## src/rtl/reset_seq_pkg.sv

```systemverilog
`default_nettype none
// ============================================================================
// Module      : reset_seq_pkg
// Description : Shared types, default constants and timing helper for the
//               staged reset sequencer.
// Revision    : 1.0 - initial release
// ============================================================================
package reset_seq_pkg;

    typedef enum logic [1:0] {
        ST_ASSERT  = 2'd0,
        ST_RELEASE = 2'd1,
        ST_DONE    = 2'd2
    } state_t;

    localparam int DEF_NUM_STAGES  = 3;
    localparam int DEF_HOLD_CYCLES = 16;
    localparam int DEF_GAP_CYCLES  = 4;

    // Edge (counted from the first non-reset edge) at which seq_done rises.
    function automatic int seq_done_edge(input int hold, input int gap, input int n);
        return hold + (n - 1) * gap + 1;
    endfunction

endpackage
`default_nettype wire

```

## src/rtl/seq_timer.sv

```systemverilog
`default_nettype none
// ============================================================================
// Module      : seq_timer
// Description : Loadable down-counter; expire pulses once when a loaded count
//               has run down to zero.
// Revision    : 1.0 - initial release
// ============================================================================
module seq_timer #(
    parameter int CNT_W = 8
) (
    input  logic             clk,
    input  logic             rst,
    input  logic             clr,
    input  logic             load,
    input  logic [CNT_W-1:0] load_val,
    output logic             busy,
    output logic             expire
);

    logic [CNT_W-1:0] r_count;
    logic             r_active;

    always_ff @(posedge clk) begin
        if (rst || clr) begin
            r_count  <= '0;
            r_active <= 1'b0;
        end else if (load) begin
            r_count  <= load_val;
            r_active <= 1'b1;
        end else if (r_active) begin
            // Going idle on the zero cycle is what makes expire a single pulse.
            if (r_count == '0) begin
                r_active <= 1'b0;
            end else begin
                r_count <= r_count - CNT_W'(1);
            end
        end
    end

    assign busy   = r_active;
    assign expire = r_active && (r_count == '0);

endmodule
`default_nettype wire

```

## src/rtl/reset_sequencer.sv

```systemverilog
`default_nettype none
// ============================================================================
// Module      : reset_sequencer
// Description : Asserts all stage resets, holds them, then releases the stages
//               one by one; restartable by an edge-qualified software request.
// Revision    : 1.0 - initial release
// ============================================================================
module reset_sequencer
    import reset_seq_pkg::*;
#(
    parameter int NUM_STAGES  = DEF_NUM_STAGES,
    parameter int HOLD_CYCLES = DEF_HOLD_CYCLES,
    parameter int GAP_CYCLES  = DEF_GAP_CYCLES,
    parameter int CNT_W       = 8
) (
    input  logic                  clk,
    input  logic                  reset,
    input  logic                  sw_rst_req,
    output logic                  sw_rst_ack,
    output logic [NUM_STAGES-1:0] rst_out,
    output logic [1:0]            stage_idx,
    output logic                  seq_done
);

    localparam logic [1:0]       c_st_assert  = ST_ASSERT;
    localparam logic [1:0]       c_st_release = ST_RELEASE;
    localparam logic [1:0]       c_st_done    = ST_DONE;
    localparam logic [1:0]       c_last_idx   = 2'(NUM_STAGES - 1);
    localparam logic [CNT_W-1:0] c_hold_load  = CNT_W'(HOLD_CYCLES - 1);
    localparam logic [CNT_W-1:0] c_gap_load   = CNT_W'(GAP_CYCLES - 1);

    if (NUM_STAGES < 1 || NUM_STAGES > 4 || HOLD_CYCLES < 1 || GAP_CYCLES < 1 ||
        HOLD_CYCLES >= (1 << CNT_W) || GAP_CYCLES >= (1 << CNT_W)) begin : g_bad_cfg
        $error("reset_sequencer: illegal parameter combination");
    end

    logic [1:0]            r_state;
    logic [1:0]            r_next;
    logic [NUM_STAGES-1:0] r_rst_out;
    logic                  r_done;
    logic                  r_ack;
    logic                  r_armed;

    logic                  w_accept;
    logic                  w_load;
    logic [CNT_W-1:0]      w_load_val;
    logic                  w_busy;
    logic                  w_expire;

    always_comb begin
        w_accept   = (r_state == c_st_done) && sw_rst_req && r_armed;
        w_load     = 1'b0;
        w_load_val = c_gap_load;
        case (r_state)
            c_st_assert: begin
                if (w_expire) begin
                    w_load = (r_next != c_last_idx);
                end else if (!w_busy) begin
                    // First edge of a sequence: the timer is idle, start the hold.
                    w_load     = 1'b1;
                    w_load_val = c_hold_load;
                end
            end
            c_st_release: w_load = w_expire && (r_next != c_last_idx);
            default:      w_load = 1'b0;
        endcase
    end

    seq_timer #(
        .CNT_W (CNT_W)
    ) u_timer (
        .clk      (clk),
        .rst      (reset),
        .clr      (w_accept),
        .load     (w_load),
        .load_val (w_load_val),
        .busy     (w_busy),
        .expire   (w_expire)
    );

    always_ff @(posedge clk) begin
        if (reset) begin
            r_state   <= c_st_assert;
            r_next    <= 2'd0;
            r_rst_out <= '1;
            r_done    <= 1'b0;
            r_ack     <= 1'b0;
            r_armed   <= 1'b0;
        end else begin
            r_ack <= 1'b0;
            if (!sw_rst_req) begin
                r_armed <= 1'b1;
            end
            case (r_state)
                c_st_assert, c_st_release: begin
                    if (w_expire) begin
                        // Shifting keeps the thermometer shape: low stages go first.
                        r_rst_out <= r_rst_out << 1;
                        if (r_next == c_last_idx) begin
                            r_state <= c_st_done;
                        end else begin
                            r_next  <= r_next + 2'd1;
                            r_state <= c_st_release;
                        end
                    end
                end
                c_st_done: begin
                    if (w_accept) begin
                        r_ack     <= 1'b1;
                        r_rst_out <= '1;
                        r_done    <= 1'b0;
                        r_armed   <= 1'b0;
                        r_next    <= 2'd0;
                        r_state   <= c_st_assert;
                    end else begin
                        r_done <= 1'b1;
                    end
                end
                default: r_state <= c_st_assert;
            endcase
        end
    end

    assign rst_out    = r_rst_out;
    assign stage_idx  = r_next;
    assign seq_done   = r_done;
    assign sw_rst_ack = r_ack;

endmodule
`default_nettype wire
```

## config.mk

```make
export PLATFORM = sky130hd
export DESIGN_NAME = reset_sequencer
export DESIGN_NICKNAME = d
export VERILOG_FILES = /design/src/rtl/reset_seq_pkg.sv /design/src/rtl/seq_timer.sv /design/src/rtl/reset_sequencer.sv
export SDC_FILE = /design/constraint.sdc
export NUM_CORES = 1
export LEC_CHECK = 0
export CORE_MARGIN = 1.5
export CORE_UTILIZATION = 25
export DETAILED_ROUTE_END_ITERATION = 12
export GPL_TIMING_DRIVEN = 1
export HOLD_SLACK_MARGIN = 0.02
export SKIP_CTS_REPAIR_TIMING = 1
export SLEW_MARGIN = 25
export SYNTH_ARGS = -nofsm -noshare
export SYNTH_HDL_FRONTEND = slang
export SYNTH_SLANG_ARGS = --single-unit
```

## constraint.sdc

```tcl
create_clock -name clk -period 3.87 [get_ports clk]
set_clock_uncertainty 0.05 [all_clocks]
set_input_delay 0.774 -clock clk [delete_from_list [all_inputs] [get_ports clk]]
set_output_delay 0.774 -clock clk [all_outputs]
set_load 0.03 [all_outputs]
```

==> load_flow_metrics.sql, run 1 <==
INSERT INTO impl_metrics (metric_group, metric, value, unit) VALUES
('setup_path', 'critical_path_arrival', '1.36', 'ns'),
('sta', 'final_min_period_over_clock_period', '56.4', '%'),
('sta', 'max_frequency', '458', 'MHz'),
('floorplan', 'initial_core_util', '26.7', '%'),
('synth', 'asyncSetResetFlopFracSynth', '0', '%'),
('setup_path', 'worst-path-max-fanout', '3', ''),
('cts', 'numClockSinks', '19', ''),
('floorplan', 'die_h', '63.4', 'um'),
('sta', 'timing_worst_slew_pin_value', '0.428', 'ns'),
('sta', 'tns', '0', 'ns'),
('power', 'net_load_switching_power', '0.132', 'mW'),
('cts', 'tritoncts.num_buffers', '3', ''),
('worst_hold_path', 'whs_endpoint', 'rst_out[0]', ''),
('setup_path', 'critical_path.startpoint_type', 'flip-flop', ''),
('cells_and_area', 'antennaDiodeCount', '0', ''),
('grt', 'antenna_found_initial', '0', ''),
('setup_path', 'timing.reg2reg.worst_path_depth', '6', ''),
('synth', 'synth_enable_flop_cells', '0', ''),
('synth', 'avgSynthCellArea', '9.23', 'sq um'),
('synth', 'synthesis.yosys.warnings', '0', ''),
('cts', 'tritoncts', 'done', ''),
('power', 'power_per_cell_area', '395', 'nW/um^2'),
('power', 'static-leakage-power', '0.408', 'nW'),
('power', 'comb_power_share', '23.2', '%'),
('run_status', 'status', 'finished clean', ''),
('cells_and_area', 'final_common_cell', 'dfxtp_1', ''),
('cts', 'worstSkewPairLatency', '0.30', 'ns'),
('synth', 'ff_latch_count_synth', '19', ''),
('worst_hold_path', 'class_of_the_most_critical_hold_timing_path', 'flip-flop to flip-flop', ''),
('synth', 'synth.lib_cells_used.distinct', '33', ''),
('cts', 'worst_setup_hold_path_clk_slew', '0.11', 'ns'),
('synth', 'yosys.area.top_type', 'dfxtp_1', ''),
('sta', 'finalWorstPathRequiredPeriod', '2.18', 'ns'),
('floorplan', 'fp-row-count', '21', ''),
('placed_design', 'numPortBuffers', '9', ''),
('synth', 'synth_top_area_share', '41.6', '%'),
('setup_path', 'critical_path.slowest_cell', 'clkdlybuf4s50_1', ''),
('grt', 'grt_first_pass_wirelength', '3290', 'um'),
('route', 'remaining_routing_drc_violations', '0', ''),
('cts', 'cts_root_buf', 'clkbuf_4', ''),
('sta', 'drv_slew', '0', ''),
('worst_hold_path', 'holdPathStages', '2', ''),
('setup_path', 'timing.critical_path.buf_inv', '1', ''),
('route', 'viasPerCell', '4.72', ''),
('placed_design', 'post-place-ws', '1.65', 'ns'),
('power', 'swShare', '30.9', '%'),
('power', 'peak_supply_drop', '0.0948', 'mV'),
('sta', 'timing_hold_violations_final', '0', ''),
('synth', 'syn-cell-area', '913', 'sq um'),
('job', 'drv.max_cap_violation_count', '0', ''),
('placed_design', 'post_dp_cell_area', '1050', 'sq um'),
('setup_path', 'crit_end_element', 'primary output', ''),
('grt', 'grt-ovfl-total', '0', ''),
('route', 'total_vias_in_the_final_route', '736', ''),
('sta', 'finalSetupViolations', '0', ''),
('synth', 'post_synth_inst_count', '99', ''),
('synth', 'synth.top_cells.by_area', 'dfxtp_1 42%, mux2i_1 5.5%, a21oi_1 4.9%', ''),
('sta', 'rsz0062_at_grt', 'no', ''),
('floorplan', 'die_x', '63.4', 'um'),
('cells_and_area', 'post_route_cells_drive_above_1_share', '11.8', '%'),
('setup_path', 'crit_family', 'buffers and inverters', ''),
('setup_path', 'worst-setup-path-type', 'flip-flop to primary output', ''),
('floorplan', 'num_io_pins', '10', ''),
('cells_and_area', 'layout_common_cells', '19 x dfxtp_1, 10 x nor2_1, 9 x a21oi_1, 9 x clkdlybuf4s50_1, 7 x nand2_1', ''),
('cells_and_area', 'nets', '117', ''),
('grt', 'grt_pass1_vias', '730', ''),
('setup_path', 'cpPeakStageDelay', '0.68', 'ns'),
('placed_design', 'place_congestion', '0.843', ''),
('cells_and_area', 'fin_util', '31.5', '%'),
('setup_path', 'r2r_start', 'u_timer.r_count[0]', ''),
('worst_hold_path', 'hp-start', 'rst_out[0]', '');
power by group through the flow:
stage	sequential (mW)	combinational (mW)	clock [mW]
2_1_floorplan	0.228	0.0783	0
3_3_place_gp	0.228	0.0968	0
3_5_place_dp	0.229	0.0983	0
4_1_cts	0.225	0.0991	0.105
5_1_grt	0.228	0.110	0.116
6_report	0.225	0.0986	0.103
metrics by stage:
| stage | cells | hold slack (ns) |
|---|---|---|
| floorplan | 99 | 0.399 |
| global placement | 152 | 0.409 |
| detailed placement | 152 | 0.412 |
| CTS | 156 | 0.430 |
| global route | 156 | 0.456 |
| finish | 156 | 0.423 |
cells by family (layout without fill, tap and decap cells):
family,after synthesis,in the layout,share of synthesized area (%)
AOI/OAI and AO/OA,17,17,11.2
xor gates and xnor gates,2,2,1.92
and+or+nand+nor,46,46,31.5
buffers and inverters,6,17,2.88
adders and majority gates,3,3,4.11
DFF,19,19,41.6
muxes,6,6,6.71
Yosys cell counts, drive strengths merged, types with 2 or more instances:
master,n
nor3b,2
nand2,7
nor2,10
ha,3
nand2b,6
inv,4
nand3,5
a21oi,9
a31oi,3
dfxtp,19
mux2i,5
nor3,3
xnor2,2
nor4,2
and2,2
nor2b,3
cell type report:
class                           instances  area [sq um]
Clock inverter                          1          5.00
Clock buffer                            3          22.5
Inverter                                4          15.0
Sequential cell                        19           380
Timing Repair Buffer                    9          90.1
Multi-Input combinational cell         74           507
Tap cell                               46          57.6
Fill cell                             368          2340
routing by layer:
layer  track usage, %  wire length (um)
met1             13.0               858
met2             16.7               848
met3             1.07                20
met4             4.08                27
met5                0                 0
state kept, by name (all words and copies together), names as in the netlist:
name,count
r_armed,1
seq_done,1
u_timer.busy,1
stage_idx,2
rst_out,3
r_state,2
sw_rst_ack,1
u_timer.r_count,8
how the worst max path moves through the flow:
stage	start	endpoint	slack [ns]	cells past startpoint
final	stage_idx[1]	stage_idx[1]	1.69	1
after global routing	stage_idx[1]	stage_idx[1]	1.62	1
after CTS	stage_idx[1]	stage_idx[1]	1.67	1
after floorplan	u_timer.r_count[0]	u_timer.r_count[1]	2.21	6
after detailed placement	sw_rst_req	u_timer.r_count[4]	1.65	5
after global placement	sw_rst_req	u_timer.r_count[4]	1.75	5
No activity file was read; power rests on OpenSTA's default activity.
==> inputs of run 2 (changes only) <==
==> constraint.sdc (replaced) <==
create_clock -name clk -period 2 [get_ports clk]
set_clock_uncertainty 0.05 [all_clocks]
set_input_delay 0.4 -clock clk [delete_from_list [all_inputs] [get_ports clk]]
set_output_delay 0.4 -clock clk [all_outputs]
set_load 0.03 [all_outputs]
==> run 2 against run 1 <==
  * Sequential share of layout area decreased by 0.45 points
  * Register-to-register slack got worse by 1.8 ns
  * Die area unchanged
  * Critical endpoint is now u_timer.r_count[4]
  * Hold slack got worse by 0.0032 ns
  * Worst setup slack got worse by 1.5 ns
  * Via count increased by 0.95%
  * Critical path depth increased by 6
  * Clock power increased by 93%
  * Wire length increased by 2.3%
  * Utilization increased by 0.40 points
==> load_flow_metrics.sql, run 2 (synthesized netlist as in run 1, its figures left out) <==
INSERT INTO impl_metrics (metric_group, metric, value, unit) VALUES
('setup_path', 'worst-setup-path-type', 'flip-flop to flip-flop', ''),
('cts', 'worst_setup_hold_path_clk_slew', '0.10', 'ns'),
('job', 'drv.max_cap_violation_count', '0', ''),
('worst_hold_path', 'whs_endpoint', 'rst_out[0]', ''),
('power', 'internal-power', '0.578', 'mW'),
('power', 'peak_supply_drop', '0.201', 'mV'),
('sta', 'finalWorstPathRequiredPeriod', '1.83', 'ns'),
('cts', 'ctsHtreeMaxLevel', '1', ''),
('setup_path', 'worst-path-max-fanout', '6', ''),
('sta', 'final_min_period_over_clock_period', '91.5', '%'),
('setup_path', 'r2r_start', 'u_timer.r_count[0]', ''),
('setup_path', 'ff2ff_setup_slack', '0.17', 'ns'),
('worst_hold_path', 'hp-start', 'rst_out[0]', ''),
('power', 'static-leakage-power', '0.415', 'nW'),
('placed_design', 'numPortBuffers', '9', ''),
('cells_and_area', 'postLayoutCellArea', '1090', 'sq um'),
('floorplan', 'die_h', '63.4', 'um'),
('setup_path', 'cpPeakStageDelay', '0.44', 'ns'),
('cells_and_area', 'final_common_cell', 'dfxtp_1', ''),
('placed_design', 'post_dp_cell_area', '1060', 'sq um'),
('setup_path', 'critical_path.startpoint_type', 'flip-flop', ''),
('cells_and_area', 'area_delta_synth_final', '19.5', '%'),
('cells_and_area', 'largest_register_ff_count', '8', ''),
('power', 'sequential_group_share_of_total_power', '52.5', '%'),
('grt', 'grt_first_pass_wirelength', '3140', 'um'),
('floorplan', 'dieArea', '4030', 'sq um'),
('grt', 'grt_use_total', '9.92', '%'),
('cells_and_area', 'registers.top_by_ff_count', 'u_timer.r_count', ''),
('cts', 'worstSkewPairLatency', '0.31', 'ns'),
('floorplan', 'initial_core_util', '26.7', '%'),
('sta', 'drv_slew', '0', ''),
('power', 'power.clock.fraction', '24.0', '%'),
('cells_and_area', 'antennaDiodeCount', '0', ''),
('route', 'total_vias_in_the_final_route', '743', ''),
('route', 'drtIter0Drc', '17', ''),
('sta', 'slew_headroom', '75.2', '%'),
('power', 'power_per_cell_area', '761', 'nW/um^2'),
('power', 'comb_power_share', '23.5', '%'),
('setup_path', 'timing.reg2reg.worst_path_depth', '7', ''),
('route', 'detail-route-antenna-nets', '0', ''),
('run_status', 'status', 'finished clean', ''),
('power', 'swShare', '30.3', '%'),
('worst_hold_path', 'holdPathStages', '2', ''),
('cells_and_area', 'post_route_cells_drive_above_1_share', '12.5', '%'),
('route', 'detail_route.first_pass.iterations', '4', ''),
('placed_design', 'post-place-ws', '0.0538', 'ns'),
('cells_and_area', 'nets', '119', ''),
('power', 'fin_total_pwr', '0.830', 'mW'),
('placed_design', 'hpwlAfterDp', '1360', 'um'),
('sta', 'fin_worst_hold_slack', '0.419', 'ns'),
('route', 'finalWirelength', '1790', 'um'),
('route', 'viasPerCell', '4.70', ''),
('cts', 'tritoncts.num_buffers', '3', ''),
('setup_path', 'crit_end_element', 'flip-flop', ''),
('grt', 'largest_net_degree_at_the_start_of_global_routing', '11', ''),
('setup_path', 'cp_data_required_time', '2.19', 'ns'),
('cts', 'cts_root_buf', 'clkbuf_4', ''),
('power', 'net_load_switching_power', '0.252', 'mW'),
('cells_and_area', 'layoutNonFillerInstCount', '158', ''),
('sta', 'timing_worst_slew_pin_value', '0.369', 'ns'),
('sta', 'finalSetupViolations', '0', ''),
('setup_path', 'regToRegEndpoint', 'u_timer.r_count[4]', ''),
('cts', 'clockBufferDepth', '2', ''),
('placed_design', 'place_congestion', '0.739', ''),
('setup_path', 'critical_path.slowest_cell', 'or3_2', ''),
('sta', 'rsz0062_at_grt', 'no', ''),
('sta', 'max_frequency', '547', 'MHz'),
('grt', 'grt_pass1_vias', '730', ''),
('sta', 'timing_hold_violations_final', '0', ''),
('setup_path', 'timing.critical_path.cells', 'inv_1, ha_1, nor4b_4, buf_4, and2_4, or3_2, a21oi_1', ''),
('cts', 'tritoncts', 'done', ''),
('cts', 'numClockSinks', '19', ''),
('grt', 'antenna_found_initial', '0', ''),
('grt', 'grt-ovfl-total', '0', ''),
('sta', 'finalWorstSetupSlack', '0.170', 'ns'),
('floorplan', 'num_io_pins', '10', ''),
('floorplan', 'core_box_area', '3420', 'sq um'),
('route', 'remaining_routing_drc_violations', '0', ''),
('worst_hold_path', 'class_of_the_most_critical_hold_timing_path', 'flip-flop to flip-flop', ''),
('sta', 'tns', '0', 'ns'),
('cells_and_area', 'layout_common_cells', '19 x dfxtp_1, 10 x nor2_1, 9 x a21oi_1, 9 x clkdlybuf4s50_1, 7 x nand2_1', ''),
('placed_design', 'dp_cells', '154', ''),
('route', 'wl_per_cell', '11.4', 'um'),
('cells_and_area', 'fin_util', '31.9', '%'),
('setup_path', 'critical_path_arrival', '2.02', 'ns'),
('floorplan', 'fp-row-count', '21', ''),
('floorplan', 'die_x', '63.4', 'um');
run 2: cell type report:
class                   count  area, sq um
inverters                   4         15.0
well taps                  46         57.6
repair buffers             11          105
fillers                   369         2320
multi-input cells          74          507
clock buffers               4         26.3
flip-flops and latches     19          380
run 2: how the worst max path moves through the flow:
stage	from	to	slack [ns]	cells after the start
floorplan	u_timer.r_count[0]	u_timer.r_count[1]	0.34	6
global placement	sw_rst_req	u_timer.r_count[3]	0.09	5
detailed placement	sw_rst_req	u_timer.r_count[3]	0.05	5
CTS	u_timer.r_count[0]	u_timer.r_count[3]	0.15	7
global route	u_timer.r_count[0]	u_timer.r_count[3]	0.03	7
finish	u_timer.r_count[0]	u_timer.r_count[4]	0.17	7
run 2: routing by layer:
layer	vias up	wire, um	GRT usage, %
li1	379	-	-
met1	350	849	12.1
met2	9	849	16.1
met3	5	26	1.07
met4	0	68	7.34
met5	-	0	0
run 2: power groups by stage:
stage	Combinational, mW	Sequential (mW)	Clock (mW)
final	0.195	0.436	0.199
after global routing	0.219	0.441	0.230
after CTS	0.196	0.436	0.208
after detailed placement	0.194	0.444	0
after global placement	0.193	0.443	0
after floorplan	0.151	0.440	0
run 2: critical path, delay by kind of cell, from the launching register on:
family / cells / cell delay (ns)
compound gates: 1 / 0.12
fa+ha+maj: 1 / 0.24
buf+inv: 2 / 0.24
flops: 1 / 0.36
simple gates: 3 / 0.75
==> inputs of run 3 (changes only) <==
--- a/config.mk
+++ b/config.mk
@@ -9,7 +9,6 @@
 export CORE_UTILIZATION = 25
 export DETAILED_ROUTE_END_ITERATION = 12
 export GPL_TIMING_DRIVEN = 1
-export HOLD_SLACK_MARGIN = 0.02
 export SKIP_CTS_REPAIR_TIMING = 1
 export SLEW_MARGIN = 25
 export SYNTH_ARGS = -nofsm -noshare
==> results of run 3 <==
Same layout as run 2: the final DEF is identical, and so are final timing and power.
